**src/rtl/camera_capture_ctrl.sv**
```systemverilog
// Frame-capture sequencer: enables the camera for one frame, writes the valid bytes
// into a frame buffer, and handles continuous mode, back-pressure, abort and error flags.
module camera_capture_ctrl #(
  parameter int FRAME_LEN     = 75,
  parameter int ADDR_W        = 7,
  parameter int GAP_CYCLES    = 4,
  parameter int DRAIN_TIMEOUT = 3,
  parameter int CNT_W         = 16
) (
  input  logic              clk,
  input  logic              rst,
  input  logic              start,
  input  logic              continuous,
  input  logic              abort,
  input  logic              buf_ready,
  input  logic              cam_valid,
  input  logic [7:0]        cam_data,
  input  logic              clear_status,
  output logic              camera_en,
  output logic              wr_en,
  output logic [ADDR_W-1:0] wr_addr,
  output logic [7:0]        wr_data,
  output logic              busy,
  output logic              frame_done,
  output logic [CNT_W-1:0]  frame_count,
  output logic              short_frame,
  output logic              stray_data
);

  localparam int TMR_MAX0 = (FRAME_LEN > GAP_CYCLES) ? FRAME_LEN : GAP_CYCLES;
  localparam int TMR_MAX  = (TMR_MAX0 > DRAIN_TIMEOUT) ? TMR_MAX0 : DRAIN_TIMEOUT;
  localparam int TMR_W    = $clog2(TMR_MAX + 1);

  typedef enum logic [2:0] {IDLE, WAIT_BUF, CAPTURE, DRAIN, GAP} state_t;

  state_t             state_q, state_d;
  logic [TMR_W-1:0]   tmr_q, tmr_d;
  logic [ADDR_W-1:0]  byte_q, byte_d;
  logic               camera_en_q, camera_en_d;
  logic               wr_en_q, wr_en_d;
  logic [ADDR_W-1:0]  wr_addr_q, wr_addr_d;
  logic [7:0]         wr_data_q, wr_data_d;
  logic               frame_done_q, frame_done_d;
  logic [CNT_W-1:0]   frame_count_q, frame_count_d;
  logic               short_q, short_d;
  logic               stray_q, stray_d;
  logic               in_cap, take, last_take;

  always_comb begin
    state_d       = state_q;
    tmr_d         = tmr_q;
    byte_d        = byte_q;
    camera_en_d   = camera_en_q;
    wr_en_d       = 1'b0;
    wr_addr_d     = wr_addr_q;
    wr_data_d     = wr_data_q;
    frame_done_d  = 1'b0;
    frame_count_d = frame_count_q;
    short_d       = clear_status ? 1'b0 : short_q;
    stray_d       = clear_status ? 1'b0 : stray_q;

    in_cap    = (state_q == CAPTURE) || (state_q == DRAIN);
    take      = in_cap && cam_valid && !abort;
    last_take = take && (byte_q == ADDR_W'(FRAME_LEN - 1));

    // cam_data is only sampled under cam_valid in an active state, so Z never reaches wr_data
    if (take) begin
      wr_en_d   = 1'b1;
      wr_addr_d = byte_q;
      wr_data_d = cam_data;
      byte_d    = byte_q + 1'b1;
    end
    if (last_take) begin
      frame_done_d  = 1'b1;
      frame_count_d = frame_count_q + 1'b1;
    end
    if (cam_valid && !in_cap) stray_d = 1'b1;

    case (state_q)
      IDLE: if (start || continuous) state_d = WAIT_BUF;
      WAIT_BUF: begin
        if (buf_ready) begin
          state_d     = CAPTURE;
          camera_en_d = 1'b1;
          tmr_d       = '0;
          byte_d      = '0;
        end
      end
      CAPTURE: begin
        if (last_take) begin
          state_d     = GAP;
          camera_en_d = 1'b0;
          tmr_d       = '0;
        end else if (tmr_q == TMR_W'(FRAME_LEN - 1)) begin
          state_d     = DRAIN;
          camera_en_d = 1'b0;
          tmr_d       = '0;
        end else begin
          tmr_d = tmr_q + 1'b1;
        end
      end
      DRAIN: begin
        if (last_take) begin
          state_d = GAP;
          tmr_d   = '0;
        end else if (tmr_q == TMR_W'(DRAIN_TIMEOUT - 1)) begin
          state_d = GAP;
          tmr_d   = '0;
          if (!abort) short_d = 1'b1;
        end else begin
          tmr_d = tmr_q + 1'b1;
        end
      end
      GAP: begin
        if (tmr_q == TMR_W'(GAP_CYCLES - 1)) begin
          state_d = continuous ? WAIT_BUF : IDLE;
          tmr_d   = '0;
        end else begin
          tmr_d = tmr_q + 1'b1;
        end
      end
      default: state_d = IDLE;
    endcase

    if (abort) begin
      state_d     = IDLE;
      camera_en_d = 1'b0;
      tmr_d       = '0;
      byte_d      = '0;
    end
  end

  always_ff @(posedge clk or posedge rst) begin
    if (rst) begin
      state_q       <= IDLE;
      tmr_q         <= '0;
      byte_q        <= '0;
      camera_en_q   <= 1'b0;
      wr_en_q       <= 1'b0;
      wr_addr_q     <= '0;
      wr_data_q     <= '0;
      frame_done_q  <= 1'b0;
      frame_count_q <= '0;
      short_q       <= 1'b0;
      stray_q       <= 1'b0;
    end else begin
      state_q       <= state_d;
      tmr_q         <= tmr_d;
      byte_q        <= byte_d;
      camera_en_q   <= camera_en_d;
      wr_en_q       <= wr_en_d;
      wr_addr_q     <= wr_addr_d;
      wr_data_q     <= wr_data_d;
      frame_done_q  <= frame_done_d;
      frame_count_q <= frame_count_d;
      short_q       <= short_d;
      stray_q       <= stray_d;
    end
  end

  assign camera_en   = camera_en_q;
  assign wr_en       = wr_en_q;
  assign wr_addr     = wr_addr_q;
  assign wr_data     = wr_data_q;
  assign busy        = (state_q != IDLE);
  assign frame_done  = frame_done_q;
  assign frame_count = frame_count_q;
  assign short_frame = short_q;
  assign stray_data  = stray_q;

endmodule

```
**config.mk**
```make
export PLATFORM = sky130hd
export DESIGN_NAME = camera_capture_ctrl
export DESIGN_NICKNAME = d
export VERILOG_FILES = /design/src/rtl/camera_capture_ctrl.sv
export SDC_FILE = /design/constraint.sdc
export NUM_CORES = 1
export LEC_CHECK = 0
export CORE_MARGIN = 1
export CORE_UTILIZATION = 24
export DETAILED_ROUTE_END_ITERATION = 8
export PLACE_DENSITY_LB_ADDON = 0.3
export SYNTH_ARGS = -nofsm -noshare
export SYNTH_HDL_FRONTEND = slang
export SYNTH_SLANG_ARGS = --single-unit
```
**constraint.sdc**
```tcl
create_clock -name clk -period 5.3 [get_ports clk]
set_input_delay 1.06 -clock clk [delete_from_list [all_inputs] [get_ports clk]]
set_output_delay 1.06 -clock clk [all_outputs]
set_load 0.005 [all_outputs]
```
==> flow_summary.toml, run 1 <==
[run_status]
outcome = "complete, no violations"

[floorplanning]
coreArea_sq_mm = 0.009864
dieWidth_um = 103.5
dieArea_sq_mm = 0.01072
die_y_um = 103.5
ioPinCount = 53
initial_core_util = 0.2509
num_rows = 36

[yosys]
synth_cell_types = 41
syn_avg_cell_area_sq_um = 11.35
syn_nets = 239
synth.area.top_cells = "dfrtp_1, mux2_2, xor2_1"
ys_async_sr_fraction = 1.000
syn_inst = 218
synth-warning-count = 0
synth-main-ff-cell = "dfrtp_1"
synth_largest_area_cell = "dfrtp_1"
syn-cell-area_sq_mm = 0.002475
yosysTopAreaCellShare = 0.5359
ys_seq_area_frac = 0.5359
synth_edf_count = 0
ys_seq_elements = 53

[timing]
holdWs_ps = 475.2
skew_ps = 11.43
setup_viol = 0
period_share = 0.6579
rsz0062_at_grt = "no"
slew_headroom = 0.1541
tightestPinTransition_ps = 1249
fin_crit_ps = 3487
hold_viol_final = 0
max_freq_mhz = 286.8
finalSetupTns_ps = 0
drv_slew = 0

[hold_path]
worstHoldEndpoint = "frame_count[15]"
worstHoldStart = "frame_count[15]"
hold_path_class = "reg -> reg"
hold_depth = 1

[grt]
antenna_found_initial = 0
track_usage = 0.1029
gr-usage-met2 = 0.1745
grt_pass1_vias = 1869
grt_max_degree = 54
met3_usage = 0.02706
grt_overflow = 0
grtUsageMet1 = 0.1277
grt_busiest_layer = "met2"
grt_pass1_wl_um = 9073

[clock_tree]
ctsHoldBuffers = 0
clkLatencyLatePin_ps = 300
htreeDepth = 2
clockBufferDepth = 2
cts-root-buf = "clkbuf_8"
path_clk_slew_ps = 100
cts_setup_buffers = 0
cts_tree = "built"
post_cts_resized = 0
cts_sinks = 53
cts-buffers-inserted = 5

[critical_path]
r2r_cells = 7
worst_setup_path_start_kind = "input port"
rr_endpoint = "tmr_q[2]"
r2r_slack_ps = 2350
worstPathRequired_ps = 5490
critPathArrivalTime_ps = 3670
path_max_fanout = 24
timing.rr.start = "tmr_q[0]"
critPathKind = "in -> reg"
end_kind = "flip-flop"

[routing]
wl_per_cell_um = 12.53
antenna_left = 0
vias_per_cell = 4.525
wirelength_um = 5086
drt_iter0_markers = 69
drt_first_pass_iters = 4
num_vias = 1837
drc_errors = 0

[cells_and_area]
fillerInstances = 996
areaGrowthSynthToFinish_pct = 32.36
n_antenna_cell = 0
drive_above_1_share = 0.1245
final_cell_mix = "dfrtp_1, clkdlybuf4s50_1, nor2_1, mux2_2, nand2_1"
nets = 293
design_area_sq_mm = 0.003276
final_common_cell = "dfrtp_1"

[placement]
port_buffers = 52
dp_hpwl_um = 3636
placed_area_sq_mm = 0.003159
place.gp.congestion = 0.7347

[pwr]
p_leak_nw = 1.446
ir_drop_uv = 199.7
total_power_mw = 0.9215
powerDensity_mw_per_mm2 = 281.3

[flow_run]
cap_viol_max_count = 0
==> metrics by stage <==
| step | setup WS [ps] | std cells | utilization |
|---|---|---|---|
| 3_3_place_gp | 1527 | 398 | 0.3203 |
| 4_1_cts | 1805 | 406 | 0.3321 |
| 3_5_place_dp | 1480 | 398 | 0.3203 |
| 2_1_floorplan | 2564 | 218 | - |
| 5_1_grt | 1629 | 406 | 0.3321 |
| 6_report | 1813 | 406 | 0.3321 |
==> cells by family (layout without fill, tap and decap cells) <==
kind of cell / Yosys count / in the layout / synth area share
buffers and inverters: 15 / 70 / 0.02578
multiplexers: 16 / 16 / 0.07280
flip-flops: 53 / 53 / 0.5359
adder cells (fa/ha/maj): 5 / 5 / 0.02528
AO/OA/AOI/OAI: 30 / 30 / 0.08544
AND/OR/NAND/NOR: 79 / 79 / 0.1840
XOR/XNOR: 20 / 20 / 0.07078
==> worst max-delay path by stage <==
stage	startpoint	to	slack [ps]	depth (start not counted)
after floorplan	cam_valid	tmr_q[3]	2560	7
after global placement	abort	tmr_q[2]	1530	7
after detailed placement	abort	tmr_q[2]	1480	7
after CTS	abort	tmr_q[2]	1800	7
after global routing	abort	tmr_q[6]	1630	7
final	abort	tmr_q[2]	1810	7
==> area by class of cell <==
type / instances / area, sq um / share of cell area
clock buffer: 7 / 86.33 / 0.02636
clock inverter: 1 / 30.03 / 0.009167
inverter: 8 / 31.28 / 0.009549
multi-input combinational: 150 / 1100 / 0.3358
sequential: 53 / 1326 / 0.4049
tap: 133 / 166.4 / 0.05080
timing repair buffer: 54 / 535.5 / 0.1635
==> sequential cells by signal, summed over array words and instances, names as in the netlist <==
signal / count
state_q: 3
tmr_q: 7
short_frame: 1
wr_en: 1
frame_count: 16
wr_addr: 7
byte_q: 7
wr_data: 8
frame_done: 1
stray_data: 1
camera_en: 1
==> Yosys cell counts, drive strengths merged, types with 6 or more instances <==
cell type  instances
mux2              16
xor2              14
nand2             16
o21ai              6
nor3               7
nor3b              9
nand4              8
nor2              17
dfrtp             53
inv                7
xnor2              6
==> worst max-delay path, stage by stage <==
cell and delay [ps]:
clkdlybuf4s50_1 630, nor4bb_4 330, buf_4 320, or4b_4 550
o311ai_1 340, nor3b_1 130, a211o_1 310
==> metal layers <==
| layer | wire [um] | vias to the layer above |
|---|---|---|
| li1 | - | 899 |
| met1 | 2331 | 894 |
| met2 | 2459 | 40 |
| met3 | 253 | 4 |
| met4 | 42 | 0 |
| met5 | 0 | - |
==> power breakdown <==
| group | switching [mW] | leakage, nW | internal [mW] |
|---|---|---|---|
| sequential | 0.0252 | 0.721 | 0.442 |
| combinational | 0.0594 | 0.666 | 0.109 |
| clock | 0.131 | 0.0585 | 0.154 |
No activity file was read; power rests on OpenSTA's default activity.
==> inputs of run 2 (changes only) <==
==> constraint.sdc (replaced) <==
create_clock -name clk -period 3.04 [get_ports clk]
set_input_delay 0.608 -clock clk [delete_from_list [all_inputs] [get_ports clk]]
set_output_delay 0.608 -clock clk [all_outputs]
set_load 0.005 [all_outputs]
==> run 2 against run 1 <==
  * First-iteration DRC count up 42%
  * Sequential share of layout area fell by 0.093 points
  * Clock skew rose by 1.0 ps
  * Worst hold slack lost 3.5 ps
  * Total power up 65%
  * Sequential cell count unchanged
  * Global-route usage hardly changed
  * Combinational power increased by 77%
  * Largest cell class unchanged
  * Largest power group unchanged
==> flow_summary.toml, run 2 (same netlist as run 1, synthesis figures left out) <==
[clock_tree]
cts-buffers-inserted = 5
clkLatencyLatePin_ps = 300
cts-root-buf = "clkbuf_8"
cts_tree = "built"
htreeDepth = 2
clockBufferDepth = 2
path_clk_slew_ps = 100
ctsHoldBuffers = 0
cts_sinks = 53
post_cts_resized = 0
cts_setup_buffers = 0

[critical_path]
cp_slowest_cell = "o311ai_1"
cp_top_family = "compound AO/OA/AOI/OAI gates"
worst_setup_path_start_kind = "flip-flop"
worstPathRequired_ps = 3230
critPathKind = "reg -> reg"
critPathMaxStageDelay_ps = 1060
path_max_fanout = 12
crit_chain = "inv_1, ha_1, nor4b_1, buf_4, a311oi_1, o311ai_1, nor3b_1, a211o_1"
path_buf_inv = 2
critPathArrivalTime_ps = 2910
end_kind = "flip-flop"

[timing]
hold_viol_final = 0
max_freq_mhz = 366.8
fin_crit_ps = 2727
finalSetupTns_ps = 0
holdWs_ps = 471.6
tightestPinTransition_ps = 1237
skew_ps = 12.44
setup_slack_ps = 313.4
period_share = 0.8969
drv_slew = 0
rsz0062_at_grt = "no"
setup_viol = 0
slew_headroom = 0.1620

[floorplanning]
num_rows = 36
coreArea_sq_mm = 0.009864
dieWidth_um = 103.5
die_y_um = 103.5
initial_core_util = 0.2509
ioPinCount = 53
dieArea_sq_mm = 0.01072

[cells_and_area]
drive_above_1_share = 0.1403
final_cell_mix = "dfrtp_1, clkdlybuf4s50_1, nor2_1, mux2_2, nand2_1"
areaGrowthSynthToFinish_pct = 32.66
fillerInstances = 1012
nets = 298
largest_reg_flops = 16
final_common_cell = "dfrtp_1"
n_antenna_cell = 0

[grt]
grt_overflow = 0
grt_max_degree = 29
antenna_found_initial = 0
grt_pass1_wl_um = 8990
track_usage = 0.1025
grt_pass1_vias = 1890

[pwr]
p_leak_nw = 1.458
powerDensity_mw_per_mm2 = 462.4
ir_drop_uv = 253.4

[placement]
place.gp.congestion = 0.7769
port_buffers = 52
dp_hpwl_um = 3830
dpl_worst_slack_ps = 175.3

[routing]
drt_iter0_markers = 98
antenna_left = 0
wl_per_cell_um = 12.74
wirelength_um = 5238
vias_per_cell = 4.421
num_vias = 1817
drc_errors = 0
drt_first_pass_iters = 4

[flow_run]
cap_viol_max_count = 0

[hold_path]
hold_path_class = "reg -> reg"

[run_status]
outcome = "complete, no violations"
## run 2: worst reg2reg max path, stage by stage (launching register included)
cell	delay, ps
dfrtp_1	430
inv_1	70
ha_1	130
nor4b_1	220
buf_4	170
a311oi_1	110
o311ai_1	1060
nor3b_1	130
a211o_1	310
## run 2: path summary, 6_finish.rpt
| kind | startpoint | end | slack, ps | depth (start not counted) |
|---|---|---|---|---|
| min in group asynchronous | rst | wr_data[6] | 680 | 2 |
| max in group asynchronous | rst | frame_count[9] | 1740 | 3 |
| min | frame_count[15] | frame_count[15] | 470 | 1 |
| max reg2reg | tmr_q[0] | tmr_q[2] | 310 | 8 |
| max | tmr_q[0] | tmr_q[2] | 310 | 8 |
| min reg2reg | frame_count[15] | frame_count[15] | 470 | 1 |
## run 2: cell type report
cell class	instances	area, sq um	area share
sequential	53	1326	0.4040
multi-input combinational	150	1100	0.3350
timing repair buffer	59	573.1	0.1745
tap	133	166.4	0.05069
clock buffer	6	72.57	0.02210
inverter	8	31.28	0.009527
clock inverter	2	13.76	0.004192
## run 2: per-layer routing
| layer | global-route usage | part of all wire | wire length [um] | vias up |
|---|---|---|---|---|
| met5 | 0 | 0 | 0 | - |
| met4 | 0.03002 | 0.0038 | 20 | 0 |
| met3 | 0.02643 | 0.042 | 222 | 2 |
| met2 | 0.1740 | 0.48 | 2513 | 39 |
| met1 | 0.1277 | 0.47 | 2482 | 884 |
| li1 | - | - | - | 892 |
## run 2: metrics by stage
stage / power, mW / std cells / util / cell area (sq um)
after floorplan: 0.9478 / 218 / - / 2475
after global placement: 1.130 / 403 / 0.3241 / 3197
after detailed placement: 1.132 / 403 / 0.3241 / 3197
after CTS: 1.546 / 411 / 0.3328 / 3283
after global routing: 1.600 / 411 / 0.3328 / 3283
final: 1.518 / 411 / 0.3328 / 3283
## run 2: where the power goes
group / leakage, nW / total [mW] / internal (mW) / switching, mW
Combinational: 0.692 / 0.299 / 0.195 / 0.105
Clock: 0.0456 / 0.403 / 0.165 / 0.238
Sequential: 0.721 / 0.816 / 0.771 / 0.0454
